[src/rtl/wb_trace_pkg.sv]
// Shared constants and entry layout for the writeback trace buffer.
// Optional macro WB_TRACE_PC_EN adds the PC of the writing instruction to each entry.
package wb_trace_pkg;

  localparam int unsigned REG_W         = 5;
  localparam int unsigned DATA_W        = 32;
  localparam int unsigned PC_W          = 32;
  localparam int unsigned DEFAULT_DEPTH = 16;

  localparam int unsigned ENTRY_W_BASE  = REG_W + DATA_W;          // 37
  localparam int unsigned ENTRY_W_PC    = REG_W + DATA_W + PC_W;   // 69

`ifdef WB_TRACE_PC_EN
  localparam int unsigned ENTRY_W = ENTRY_W_PC;

  typedef struct packed {
    logic [PC_W-1:0]   pc;
    logic [REG_W-1:0]  rd;
    logic [DATA_W-1:0] data;
  } traceEntry_t;
`else
  localparam int unsigned ENTRY_W = ENTRY_W_BASE;

  typedef struct packed {
    logic [REG_W-1:0]  rd;
    logic [DATA_W-1:0] data;
  } traceEntry_t;
`endif

  // Writes to $0 are architecturally invisible and never traced.
  function automatic logic isEvent(input logic regWrite, input logic [REG_W-1:0] rd);
    return regWrite && (rd != '0);
  endfunction

endpackage

[src/rtl/wb_trace_fifo.sv]
// Generic first-word-fall-through FIFO with separate occupancy counter.
// The head is read combinationally from storage; when empty the last popped word is presented.
module wb_trace_fifo #(
  parameter int unsigned DEPTH = 16,
  parameter int unsigned WIDTH = 37
) (
  input  logic                     clk,
  input  logic                     rstN,
  input  logic                     push,
  input  logic                     pop,
  input  logic [WIDTH-1:0]         wdata,
  output logic [WIDTH-1:0]         rdata,
  output logic                     full,
  output logic                     empty,
  output logic [$clog2(DEPTH):0]   level
);

  localparam int unsigned PTR_W = $clog2(DEPTH);
  localparam logic [PTR_W:0] DepthL = (PTR_W + 1)'(DEPTH);

  logic [WIDTH-1:0] mem [DEPTH];
  logic [PTR_W-1:0] wrPtrQ, rdPtrQ;
  logic [PTR_W:0]   levelQ;
  logic [WIDTH-1:0] lastQ;
  logic             pushEn, popEn;

  assign empty  = (levelQ == '0);
  assign full   = (levelQ == DepthL);
  assign level  = levelQ;
  assign popEn  = pop && !empty;
  // A push into a full FIFO is fine when the head leaves in the same cycle.
  assign pushEn = push && (!full || popEn);
  assign rdata  = empty ? lastQ : mem[rdPtrQ];

  // Storage array: no reset needed, validity is tracked by levelQ.
  always_ff @(posedge clk) begin
    if (pushEn) begin
      mem[wrPtrQ] <= wdata;
    end
  end

  // Pointers, occupancy and last-popped word.
  always_ff @(posedge clk or negedge rstN) begin
    if (!rstN) begin
      wrPtrQ <= '0;
      rdPtrQ <= '0;
      levelQ <= '0;
      lastQ  <= '0;
    end else begin
      if (pushEn) begin
        wrPtrQ <= wrPtrQ + PTR_W'(1);
      end
      if (popEn) begin
        rdPtrQ <= rdPtrQ + PTR_W'(1);
        lastQ  <= mem[rdPtrQ];
      end
      if (pushEn && !popEn) begin
        levelQ <= levelQ + 1'b1;
      end else if (popEn && !pushEn) begin
        levelQ <= levelQ - 1'b1;
      end
    end
  end

endmodule

[src/rtl/wb_trace_buffer.sv]
// Writeback trace buffer: filters architectural register writes into a FWFT FIFO,
// counts accepted and dropped events, and flags overflow.
// Optional macro WB_TRACE_PC_EN adds PCW/TracePC and widens each entry to 69 bits.
module wb_trace_buffer
  import wb_trace_pkg::*;
#(
  parameter int unsigned DEPTH = DEFAULT_DEPTH,
  parameter int unsigned CNT_W = 16
) (
  input  logic                     Clk,
  input  logic                     Reset,
  input  logic                     RegWriteW,
  input  logic [REG_W-1:0]         WriteRegW,
  input  logic [DATA_W-1:0]        WriteDataW,
`ifdef WB_TRACE_PC_EN
  input  logic [PC_W-1:0]          PCW,
  output logic [PC_W-1:0]          TracePC,
`endif
  output logic                     TraceValid,
  input  logic                     TraceReady,
  output logic [REG_W-1:0]         TraceReg,
  output logic [DATA_W-1:0]        TraceData,
  output logic [$clog2(DEPTH):0]   Level,
  output logic                     Overflow,
  input  logic                     ClearOverflow,
  output logic [CNT_W-1:0]         EventCount,
  output logic [CNT_W-1:0]         DropCount
);

  traceEntry_t      pushEntry, headEntry;
  logic             fifoFull, fifoEmpty;
  logic             evValid, popFire, spaceAvail, pushFire, dropFire;
  logic             overflowQ;
  logic [CNT_W-1:0] eventCountQ, dropCountQ;

  assign evValid    = isEvent(RegWriteW, WriteRegW);
  assign popFire    = !fifoEmpty && TraceReady;
  assign spaceAvail = !fifoFull || popFire;
  assign pushFire   = evValid && spaceAvail;
  assign dropFire   = evValid && !spaceAvail;

  // Pack the incoming writeback into an entry.
  always_comb begin
    pushEntry      = '0;
    pushEntry.rd   = WriteRegW;
    pushEntry.data = WriteDataW;
`ifdef WB_TRACE_PC_EN
    pushEntry.pc   = PCW;
`endif
  end

  wb_trace_fifo #(
    .DEPTH (DEPTH),
    .WIDTH (ENTRY_W)
  ) uFifo (
    .clk   (Clk),
    .rstN  (Reset),
    .push  (pushFire),
    .pop   (popFire),
    .wdata (pushEntry),
    .rdata (headEntry),
    .full  (fifoFull),
    .empty (fifoEmpty),
    .level (Level)
  );

  // Event and drop counters plus sticky overflow; a same-cycle drop beats a clear.
  always_ff @(posedge Clk or negedge Reset) begin
    if (!Reset) begin
      eventCountQ <= '0;
      dropCountQ  <= '0;
      overflowQ   <= 1'b0;
    end else begin
      if (pushFire) begin
        eventCountQ <= eventCountQ + 1'b1;
      end
      if (dropFire) begin
        overflowQ <= 1'b1;
        if (ClearOverflow) begin
          dropCountQ <= CNT_W'(1);
        end else if (dropCountQ != '1) begin
          dropCountQ <= dropCountQ + 1'b1;
        end
      end else if (ClearOverflow) begin
        overflowQ  <= 1'b0;
        dropCountQ <= '0;
      end
    end
  end

  assign TraceValid = !fifoEmpty;
  assign TraceReg   = headEntry.rd;
  assign TraceData  = headEntry.data;
`ifdef WB_TRACE_PC_EN
  assign TracePC    = headEntry.pc;
`endif
  assign Overflow   = overflowQ;
  assign EventCount = eventCountQ;
  assign DropCount  = dropCountQ;

endmodule

[config.mk]
export PLATFORM = sky130hd
export DESIGN_NAME = wb_trace_buffer
export DESIGN_NICKNAME = d
export VERILOG_FILES = /design/src/rtl/wb_trace_pkg.sv /design/src/rtl/wb_trace_fifo.sv /design/src/rtl/wb_trace_buffer.sv
export SDC_FILE = /design/constraint.sdc
export NUM_CORES = 1
export LEC_CHECK = 0
export CAP_MARGIN = 20
export CORE_MARGIN = 1
export CORE_UTILIZATION = 57
export CTS_CLUSTER_SIZE = 20
export DETAILED_ROUTE_END_ITERATION = 16
export DONT_BUFFER_PORTS = 1
export GPL_TIMING_DRIVEN = 0
export PLACE_DENSITY = 0.72
export SYNTH_ARGS = -nofsm -noshare
export SYNTH_HDL_FRONTEND = slang
export SYNTH_SLANG_ARGS = --single-unit
[constraint.sdc]
create_clock -name Clk -period 4.9 [get_ports Clk]
set_input_delay 0.245 -clock Clk [delete_from_list [all_inputs] [get_ports Clk]]
set_output_delay 0.245 -clock Clk [all_outputs]
set_load 0.005 [all_outputs]
* After elaboration in Yosys (flattened, before gate mapping)
Memories as Yosys holds them, arrays and structs flattened. Cells that the tools add are included.
Operators by class: multiplexer cells 11, equal/unequal tests 2, add/subtract/negate cells 6, reduce and logical (&&, ||, !) cells 21
Operator list (number):
- $mux W16 | 4
- $mux W37 | 1
- $add A16 B1 Y16 const B | 2
- $ne A16 B16 Y1 const B | 1
- $mux W5 | 2
- $add A4 B1 Y4 const B | 2
- $logic_and A1 B1 Y1 | 8
- $reduce_bool A2 Y1 | 3
- $add A5 B1 Y5 const B | 1
- $eq A5 B5 Y1 const B | 1
- $logic_not A1 Y1 | 5
- $logic_not A5 Y1 | 1
- $reduce_bool A5 Y1 | 1
- $sub A5 B1 Y5 const B | 1
- $mux W1 | 4
- $logic_or A1 B1 Y1 | 2
- $reduce_and A2 Y1 | 1
Word-level totals: memories kept 1, register bits 83, logic and storage cells 48, bits in writable memories 592
Memories:
- uFifo.mem | words 16, width 37, read ports 1, clocked after memory_dff 0, write ports 1, RTL line wb_trace_fifo.sv:21 | logic [WIDTH-1:0] mem [DEPTH];

* Longest topological paths before layout
Gate-level depths: netlist (run 1).
depth in word-level cells 10, depth in mapped cells 14

* Modules after synthesis
A second synthesis (run 1) with hierarchy kept.
Unflattened totals: cells, all modules 1355, area total of the unflattened synthesis 27258.6 um^2
Modules (own cells, without submodules):
- wb_trace_fifo | seq. area each 19028.2 um^2, instances 1, cells an instance 1191, area each 25529.5 um^2
- wb_trace_buffer | seq. area each 825.8 um^2, instances 1, cells an instance 164, area each 1729.2 um^2

* Least setup slack after synthesis (run 1)
Ideal clock, no wire load.
path kind reg2reg, from register uFifo.levelQ[0], in the netlist uFifo.level[0], to memory uFifo.mem[0][0] (enable), arrival 3.946 ns, clock period less this slack 4.423 ns, setup time 0.477 ns, setup slack 0.477 ns, cell stages (with the launch flop) 7, data required time 4.423 ns, path buffers 1, cell sequence dfrtp_1 > or4_4 > nor3b_2 > nor2_1 > clkbuf_1 > nand2_1 > nor3_1
On the way: word-level cells in the longest chain between the ends 8, elaborated cells between the ends (all ways) 12, classes of those cells eq/ne: 1; mux: 2; reduce/logical: 9
RTL lines:
- start, declared | RTL line wb_trace_fifo.sv:23 | logic [PTR_W:0] levelQ;
- start signal, assigned | RTL line wb_trace_fifo.sv:58 | levelQ <= levelQ + 1'b1;
- start signal, assigned | RTL line wb_trace_fifo.sv:60 | levelQ <= levelQ - 1'b1;
- $logic_not A5 Y1 | RTL line wb_trace_fifo.sv:27 | assign empty = (levelQ == '0);
- $logic_not A1 Y1 | RTL line wb_trace_fifo.sv:30, wb_trace_buffer.sv:37
- $logic_and A1 B1 Y1 | RTL line wb_trace_buffer.sv:37 | assign popFire = !fifoEmpty && TraceReady;
- $logic_or A1 B1 Y1 or $logic_and A1 B1 Y1 (tied branches) | RTL line wb_trace_buffer.sv:38, wb_trace_fifo.sv:30
- $logic_and A1 B1 Y1 or $logic_or A1 B1 Y1 (tied branches) | RTL line wb_trace_buffer.sv:39, wb_trace_fifo.sv:32
- $logic_and A1 B1 Y1 * | RTL line wb_trace_fifo.sv:32 | assign pushEn = push && (!full || popEn);
- net uFifo.pushEn | RTL line wb_trace_fifo.sv:25 | logic pushEn, popEn;
- $mux W1 * | RTL line wb_trace_fifo.sv:37 | if (pushEn) begin
- $mux W1 (not written as such) * | RTL line wb_trace_fifo.sv:38 | mem[wrPtrQ] <= wdata;
- end, declared | RTL line wb_trace_fifo.sv:21
Mark *: on every way through the listed nets, which the timed path passes. The rest lies on a longest branch.

* Worst setup path after layout (run 1)
from register uFifo.levelQ[1], in the netlist uFifo.level[1], to register uFifo.levelQ[4], in the netlist uFifo.level[4]
On the way: word-level cells in the longest chain between the ends 9, elaborated cells between the ends (all ways) 19, classes of those cells add/sub: 2; eq/ne: 1; mux: 2; reduce/logical: 14
RTL lines:
- $logic_not A5 Y1 * | RTL line wb_trace_fifo.sv:27
- $logic_not A1 Y1 *
- net TraceValid | RTL line wb_trace_buffer.sv:19 | output logic TraceValid,
- $logic_and A1 B1 Y1 | RTL line wb_trace_buffer.sv:37
- $logic_or A1 B1 Y1 or $logic_and A1 B1 Y1 (tied branches) | RTL line wb_trace_buffer.sv:38, wb_trace_fifo.sv:30
- $logic_and A1 B1 Y1 or $logic_or A1 B1 Y1 (tied branches) | RTL line wb_trace_buffer.sv:39, wb_trace_fifo.sv:32
- $logic_and A1 B1 Y1 | RTL line wb_trace_fifo.sv:32
- $logic_not A1 Y1 | RTL line wb_trace_fifo.sv:59 | end else if (popEn && !pushEn) begin
- $logic_and A1 B1 Y1 | RTL line wb_trace_fifo.sv:59
- $reduce_bool A2 Y1 (no source line)
Mark *: on every way through the listed nets, which the timed path passes. The rest lies on a longest branch. The select of a mux whose other input is x is not followed. A chain may end at the register's enable or synchronous reset.

==> key figures, run 1 <==
Finish
  • Area Growth Syn to Fin: 14.7%
  • Layout cells sized above 1: ~17%
  • Final instance area: 0.0306 mm^2
  • Most frequent cells in the layout: edfxtp_1, mux2i_1, nand2_1
  • Commonest non-fill, non-tap cell in the layout: edfxtp_1
  • Nets@finish: 1681
  • Final core utilization: 66.8%

Timing
  • Fin crit period: 4350 ps
  • Unrepaired setup endpoints after global routing: false
  • Final Worst Setup Slack: 549 ps
  • Max frequency: 230 MHz
  • # setup viols final: 0
  • Final Max Tran Viols: 0
  • Slew Limit Headroom: 24.7%
  • Post-route clock period utilization: 88.8%
  • Worst slew pin tran: 1130 ps
  • WHS: 52.9 ps
  • Final Hold Fails: 0
  • Clock Skew: 26.4 ps

Worst setup path
  • CP dominant cell by count: inv_1
  • Worst-path fanout max: 10
  • Crit path max-delay cell type: or4_4
  • Setup crit end kind: flop
  • Delay-heaviest family, CP: buffers and inverters
  • Crit path buf inv count: 5
  • Critical path class: reg2reg
  • Slowest cell delay on critical path: 580 ps
  • Critical Path RT: between 5000 and 6000 ps
  • Crit start category: flop
  • Worst path cell trace: or4_4 > nor2_1 > inv_1 > and2_1 > inv_1 > buf_2 > clkbuf_1 > ha_1 > inv_1 > ha_1 > a21o_1 > a21oi_1 > mux2i_1 > xnor2_1
  • CP Data Arrival Time: 4870 ps

Yosys
  • Synth cell types: 47
  • Syn_nets: 1543
  • Prevailing post-synth register cell: edfxtp_1
  • Synth area leaders: edfxtp_1, dfrtp_1, mux4_2
  • Post-synth top area cell: edfxtp_1
  • Post-synth EDFFs: about 590
  • Top-area cell type share of the netlist area: 66.7%
  • Seq/Total Area, Yosys: 74.5%
  • Asr flop ratio synth: 12.3%
  • Synthesized cell area: 0.0267 mm^2
  • Synthesis Warnings: 0
  • Synth Register Bits: 675
  • Mean area per synthesized cell: 17.9 um^2
  • Syn Inst Count: 1489

Global route
  • Largest net degree at the start of global routing: 84
  • Antenna violations before repair: 1
  • GRT Util Overall: a little over a quarter
  • Vias in the first global route: 14852
  • First-pass GRT wire length: 91000 um
  • Total global routing overflow: 0

Clocking
  • Clk sinks: 675
  • CTS resizes: 0
  • Bufs on Longest Clock Path: 3
  • Worst-Skew Late Latency: 610 ps
  • H-tree level count: 3
  • Total setup buffers inserted after CTS: 0
  • TritonCTS clock tree: done
  • Number of buffers created by CTS: 68
  • Clk slew on worst S/H paths: 60 ps
  • Clk root buf: clkbuf_16

Run status
  • Run status: finished clean

Die
  • Num rows: 78
  • Core Area: 0.0458 mm^2
  • Initial core utilization: ~58%
  • DIE AREA: between 0.04 and 0.05 mm^2
  • Chip width: around 220 um
  • I/O pin count: 118
  • Die Span Y: 218 um

Placed design
  • DP Area: 0.0280 mm^2
  • # port buffers: 0
  • Post-DP HPWL: about 40000 um
  • Setup Slack @ Placement: ~570 ps
  • Placer Congestion: around 0.86

Pwr
  • P per Cell Area: 582 mW/mm^2
  • Static leakage: 10.2 nW
  • Maximum VDD drop: 0.000306 V

Worst hold path
  • Hold Crit Class: in2reg

Detailed routing
  • First-pass iteration count of the detailed router: 7
  • Antenna Nets Post-Route: 0
  • Iteration-0 DRC Markers: 1594
  • Routed wire length: 60400 um
  • Via density: roughly 6.3
  • Via count: ~14000
  • Avg WL per Cell: 26.5 um
  • DRC: 0

Job
  • Max-cap violations: 0
==> timing repair <==
action                     4_1_cts  5_1_grt
setup endpoints to repair        0        0
hold endpoints to repair       678        0
hold buffers                    40        0
==> cells in the mapped netlist, types with 5 or more instances <==
library cell / instances
xor2_1: 7
nand3_1: 11
nor3_1: 9
a221oi_1: 74
inv_1: 10
a21oi_1: 12
mux4_2: 74
nand2_1: 97
ha_1: 11
nand4_1: 10
mux2_2: 41
mux2i_1: 149
edfxtp_1: 592
nor2_1: 25
o22ai_1: 37
clkbuf_1: 53
buf_2: 25
nor2b_1: 5
dfrtp_1: 83
o21ai_0: 82
and3_1: 7
and4_1: 6
xnor2_1: 18
buf_1: 12
==> cells by family after synthesis <==
group | Yosys count | share of synthesized area (%)
AO/OA/AOI/OAI | 221 | 5.52
XOR/XNOR | 25 | 0.821
adder cells (fa/ha/maj) | 12 | 0.591
buffers and inverters | 101 | 1.54
flip-flops | 675 | 74.5
multiplexers | 264 | 13.6
AND/OR/NAND/NOR | 191 | 3.46
==> state kept, by name (all words and copies together) (netlist names) <==
name,flops
DropCount,16
EventCount,16
Overflow,1
uFifo.lastQ,37
uFifo.level,5
uFifo.mem,592
uFifo.rdPtrQ,4
uFifo.wrPtrQ,4
==> power breakdown <==
group | switching, mW | total [mW] | internal, mW | leakage (nW)
combinational | 3.37 | 5.40 | 2.03 | 2.75
clock | 2.08 | 5.13 | 3.05 | 1.08
sequential | 0.271 | 7.26 | 6.99 | 6.40
==> cell type report <==
class / count / area, um^2
Antenna cell: 1 / 2.50
Buffer: 90 / 369
Clock buffer: 98 / 1970
Clock inverter: 25 / 238
Fill cell: 2999 / 15200
Inverter: 11 / 41.3
Multi-Input combinational cell: 713 / 6500
Sequential cell: 675 / 19900
Tap cell: 600 / 751
Timing Repair Buffer: 68 / 857
==> tightest hold or removal path, stage by stage <==
cell	delay, ps
and2_1	210
nand2_1	100
nand2_1	40
==> final timing paths <==
path / end / slack, ps / startpoint / cells past startpoint
worst max-delay path: uFifo.level[4]$_DFFE_PN0P_ / 550 / uFifo.level[1]$_DFFE_PN0P_ / 14
worst min-delay path: uFifo.rdPtrQ[1]$_DFFE_PN0P_ / 50 / TraceReady / 3
worst max register to register: uFifo.level[4]$_DFFE_PN0P_ / 550 / uFifo.level[1]$_DFFE_PN0P_ / 14
worst min register to register: uFifo.lastQ[22]$_DFFE_PN0P_ / 490 / uFifo.lastQ[22]$_DFFE_PN0P_ / 2
max in group asynchronous: uFifo.lastQ[18]$_DFFE_PN0P_ / 4230 / Reset / 2
min in group asynchronous: uFifo.level[3]$_DFFE_PN0P_ / 180 / Reset / 2
==> routing by layer <==
metal | share of wire (%) | routed length (um) | up-vias | GRT usage (%)
met5 | 0 | 0 | - | 0
met4 | 2.4 | 1480 | 0 | 9.09
met3 | 8.6 | 5200 | 110 | 6.08
met2 | 49 | 29600 | 633 | 42.2
met1 | 40 | 24200 | 7438 | 35.4
li1 | - | - | 6281 | -
==> stage by stage <==
step	power (mW)	TNS [ps]	cells
after global routing	18.5	0	2281
after CTS	17.9	0	2280
after floorplan	10.8	0	1489
after detailed placement	12.7	0	2117
final	17.8	0	2281
after global placement	12.4	-602400	2089
No activity file was read; power rests on OpenSTA's default activity.
==> run 2: changes to the inputs <==
--- a/config.mk
+++ b/config.mk
@@ -7,12 +7,11 @@
 export LEC_CHECK = 0
 export CAP_MARGIN = 20
 export CORE_MARGIN = 1
-export CORE_UTILIZATION = 57
+export CORE_UTILIZATION = 40
 export CTS_CLUSTER_SIZE = 20
 export DETAILED_ROUTE_END_ITERATION = 16
 export DONT_BUFFER_PORTS = 1
 export GPL_TIMING_DRIVEN = 0
-export PLACE_DENSITY = 0.72
 export SYNTH_ARGS = -nofsm -noshare
 export SYNTH_HDL_FRONTEND = slang
 export SYNTH_SLANG_ARGS = --single-unit
==> key figures, run 2 (synthesis gave the netlist of run 1 again) <==
Worst setup path
  • Worst path cell trace: or4_4 > nor2_1 > inv_1 > and2_1 > inv_1 > buf_2 > clkbuf_1 > ha_1 > inv_1 > ha_1 > a21o_1 > a21oi_1 > mux2i_1 > xnor2_1
  • Crit start category: flop
  • Critical path class: reg2reg
  • Crit path max-delay cell type: or4_4
  • Setup crit end kind: flop
  • R2R Setup Slk: 320 ps
  • Slowest cell delay on critical path: 580 ps
  • Critical Path RT: 5430 ps
  • Delay-heaviest family, CP: buffers and inverters
  • Reg2reg end: uFifo.level[4]$_DFFE_PN0P_
  • Worst r2r path cells: 14
  • CP Data Arrival Time: 5110 ps
  • Critical R2R Launch: uFifo.level[1]$_DFFE_PN0P_
  • Crit path buf inv count: 5
  • CP dominant cell by count: inv_1
  • Worst-path fanout max: 10

Clocking
  • Clk sinks: 675
  • Post-CTS Hold Fix Bufs: 40
  • H-tree level count: 3
  • Clk root buf: clkbuf_16
  • Number of buffers created by CTS: 70
  • Total setup buffers inserted after CTS: 0
  • Clk slew on worst S/H paths: approximately 60 ps
  • CTS resizes: 0
  • Worst-Skew Late Latency: 610 ps
  • TritonCTS clock tree: done
  • Bufs on Longest Clock Path: 3

Detailed routing
  • DR WL met3: 3790 um
  • Antenna Nets Post-Route: 0
  • Via count: 14388
  • Met2 WL: between 30000 and 40000 um
  • DRC: 0
  • Top Metal Used: met5
  • DRT met1 WL: 26900 um
  • First-pass iteration count of the detailed router: 5
  • Routed wire length: 65200 um
  • Iteration-0 DRC Markers: 1415
  • Via density: 5.63
  • Avg WL per Cell: between 20 and 30 um

Finish
  • FILL cells: 5491
  • Area Growth Syn to Fin: 16.9%
  • Commonest non-fill, non-tap cell in the layout: edfxtp_1
  • Final core utilization: 47.3%
  • Largest registers: uFifo.mem: 592 flops, uFifo.lastQ: 37 flops
  • Largest Register: uFifo.mem
  • Most frequent cells in the layout: edfxtp_1, mux2i_1, nand2_1
  • N_diodes: 0
  • Max FFs per register: 592
  • Layout cells sized above 1: 17.5%
  • Nets@finish: 1688

Placed design
  • Post-DP HPWL: 42800 um
  • # port buffers: 0
  • Placer Congestion: about 0.8

Timing
  • Final Hold Fails: 0
  • Clock Skew: 16.7 ps
  • Unrepaired setup endpoints after global routing: false
  • Final Max Tran Viols: 0
  • Post-route clock period utilization: ~93%
  • # setup viols final: 0
  • Fin crit period: ~4600 ps
  • Max frequency: 218 MHz
  • Slew Limit Headroom: 27.8%
  • Worst slew pin tran: 1080 ps

Die
  • Die Span Y: 260 um
  • I/O pin count: 118
  • DIE AREA: ~0.068 mm^2
  • Chip width: 260 um
  • Initial core utilization: 40.5%
  • Num rows: 94
  • Core Area: 0.0659 mm^2

Worst hold path
  • Hold Crit Class: in2reg
  • Hold_sp: TraceReady
  • Hold worst-path end: uFifo.rdPtrQ[1]$_DFFE_PN0P_
  • WHS Path Cells: 3

Global route
  • Largest net degree at the start of global routing: 84
  • First-pass GRT wire length: 95700 um
  • Antenna violations before repair: 3
  • GRT Util Overall: 19.5%
  • Vias in the first global route: roughly 15000
  • Total global routing overflow: 0

Pwr
  • Clock share of power: 29.6%
  • Design Power: 18.2 mW
  • P per Cell Area: 583 mW/mm^2
  • Static leakage: around 10 nW
  • Comb power frac: between 30% and 40%
  • Maximum VDD drop: 0.000279 V
  • Flop pwr share: 39.9%
  • Internal Power: 12.2 mW
  • Sw Pwr: 5.94 mW
  • Sw Share: 32.7%

Job
  • Max-cap violations: 0

Run status
  • Run status: finished clean
==> run 2: changes by cell type in the layout (fill, tap and decap cells not counted), moves of 2 or more <==
cell | before | now
buf_16 | 4 | 9
clkbuf_8 | 9 | 5
clkinv_1 | 13 | 9
inv_6 | 1 | 5
bufinv_16 | 5 | 8
clkinv_2 | 6 | 9
clkinvlp_4 | 0 | 2
==> run 2: layer usage <==
| layer | global-route usage [%] | vias up |
|---|---|---|
| met5 | 0 | - |
| met4 | 6.43 | 6 |
| met3 | 3.40 | 99 |
| met2 | 32.8 | 483 |
| met1 | 25.5 | 7509 |
| li1 | - | 6291 |
==> run 2: worst max-delay path by stage <==
stage / from / endpoint / slack, ps / cells after the start
floorplan: uFifo.level[0]$_DFFE_PN0P_ / uFifo.mem[0][0]$_DFFE_PP_ / 480 / 6
global placement: WriteRegW[0] / uFifo.mem[1][12]$_DFFE_PP_ / -3270 / 6
detailed placement: uFifo.level[1]$_DFFE_PN0P_ / uFifo.level[4]$_DFFE_PN0P_ / 260 / 14
CTS: uFifo.level[1]$_DFFE_PN0P_ / uFifo.level[4]$_DFFE_PN0P_ / 230 / 14
global route: uFifo.level[1]$_DFFE_PN0P_ / uFifo.level[4]$_DFFE_PN0P_ / 100 / 14
finish: uFifo.level[1]$_DFFE_PN0P_ / uFifo.level[4]$_DFFE_PN0P_ / 320 / 14
==> run 2: cell type report <==
type | count | area (um^2) | share of cell area [%]
plain buffers | 90 | 369 | 1.18
repair buffers | 73 | 993 | 3.19
clock inverters | 35 | 428 | 1.37
multi-input cells | 713 | 6500 | 20.9
flip-flops and latches | 675 | 19900 | 63.7
well taps | 864 | 1080 | 3.47
inverters | 11 | 41.3 | 0.133
clock buffers | 93 | 1890 | 6.06
==> run 2: per-stage QoR <==
stage,hold WS (ps),cells,worst slack (ps),setup TNS (ps),area (um^2)
3_3_place_gp,-48.9,2353,-3270,-763520,27700
2_1_floorplan,-50.6,1489,477,0,26700
6_report,38.3,2554,320,0,31200
3_5_place_dp,-49.5,2385,259,0,28400
5_1_grt,50.5,2554,98.2,0,31200
4_1_cts,7.57,2553,234,0,31100
==> run 2: power groups by stage <==
stage	clock, mW	sequential [mW]	combinational, mW
6_report	5.37	7.25	5.53
3_5_place_dp	0	7.37	5.48
2_1_floorplan	0	7.32	3.49
3_3_place_gp	0	7.41	5.19
5_1_grt	5.68	7.31	5.94
4_1_cts	5.46	7.25	5.60
==> run 2: worst register-to-register path: stages, from the launching register on <==
cell and delay, ps:
dfrtp_1 440, or4_4 580, nor2_1 350, inv_1 140, and2_1 290, inv_1 270, buf_2 350, clkbuf_1 560
ha_1 340, inv_1 110, ha_1 340, a21o_1 180, a21oi_1 190, mux2i_1 240, xnor2_1 130
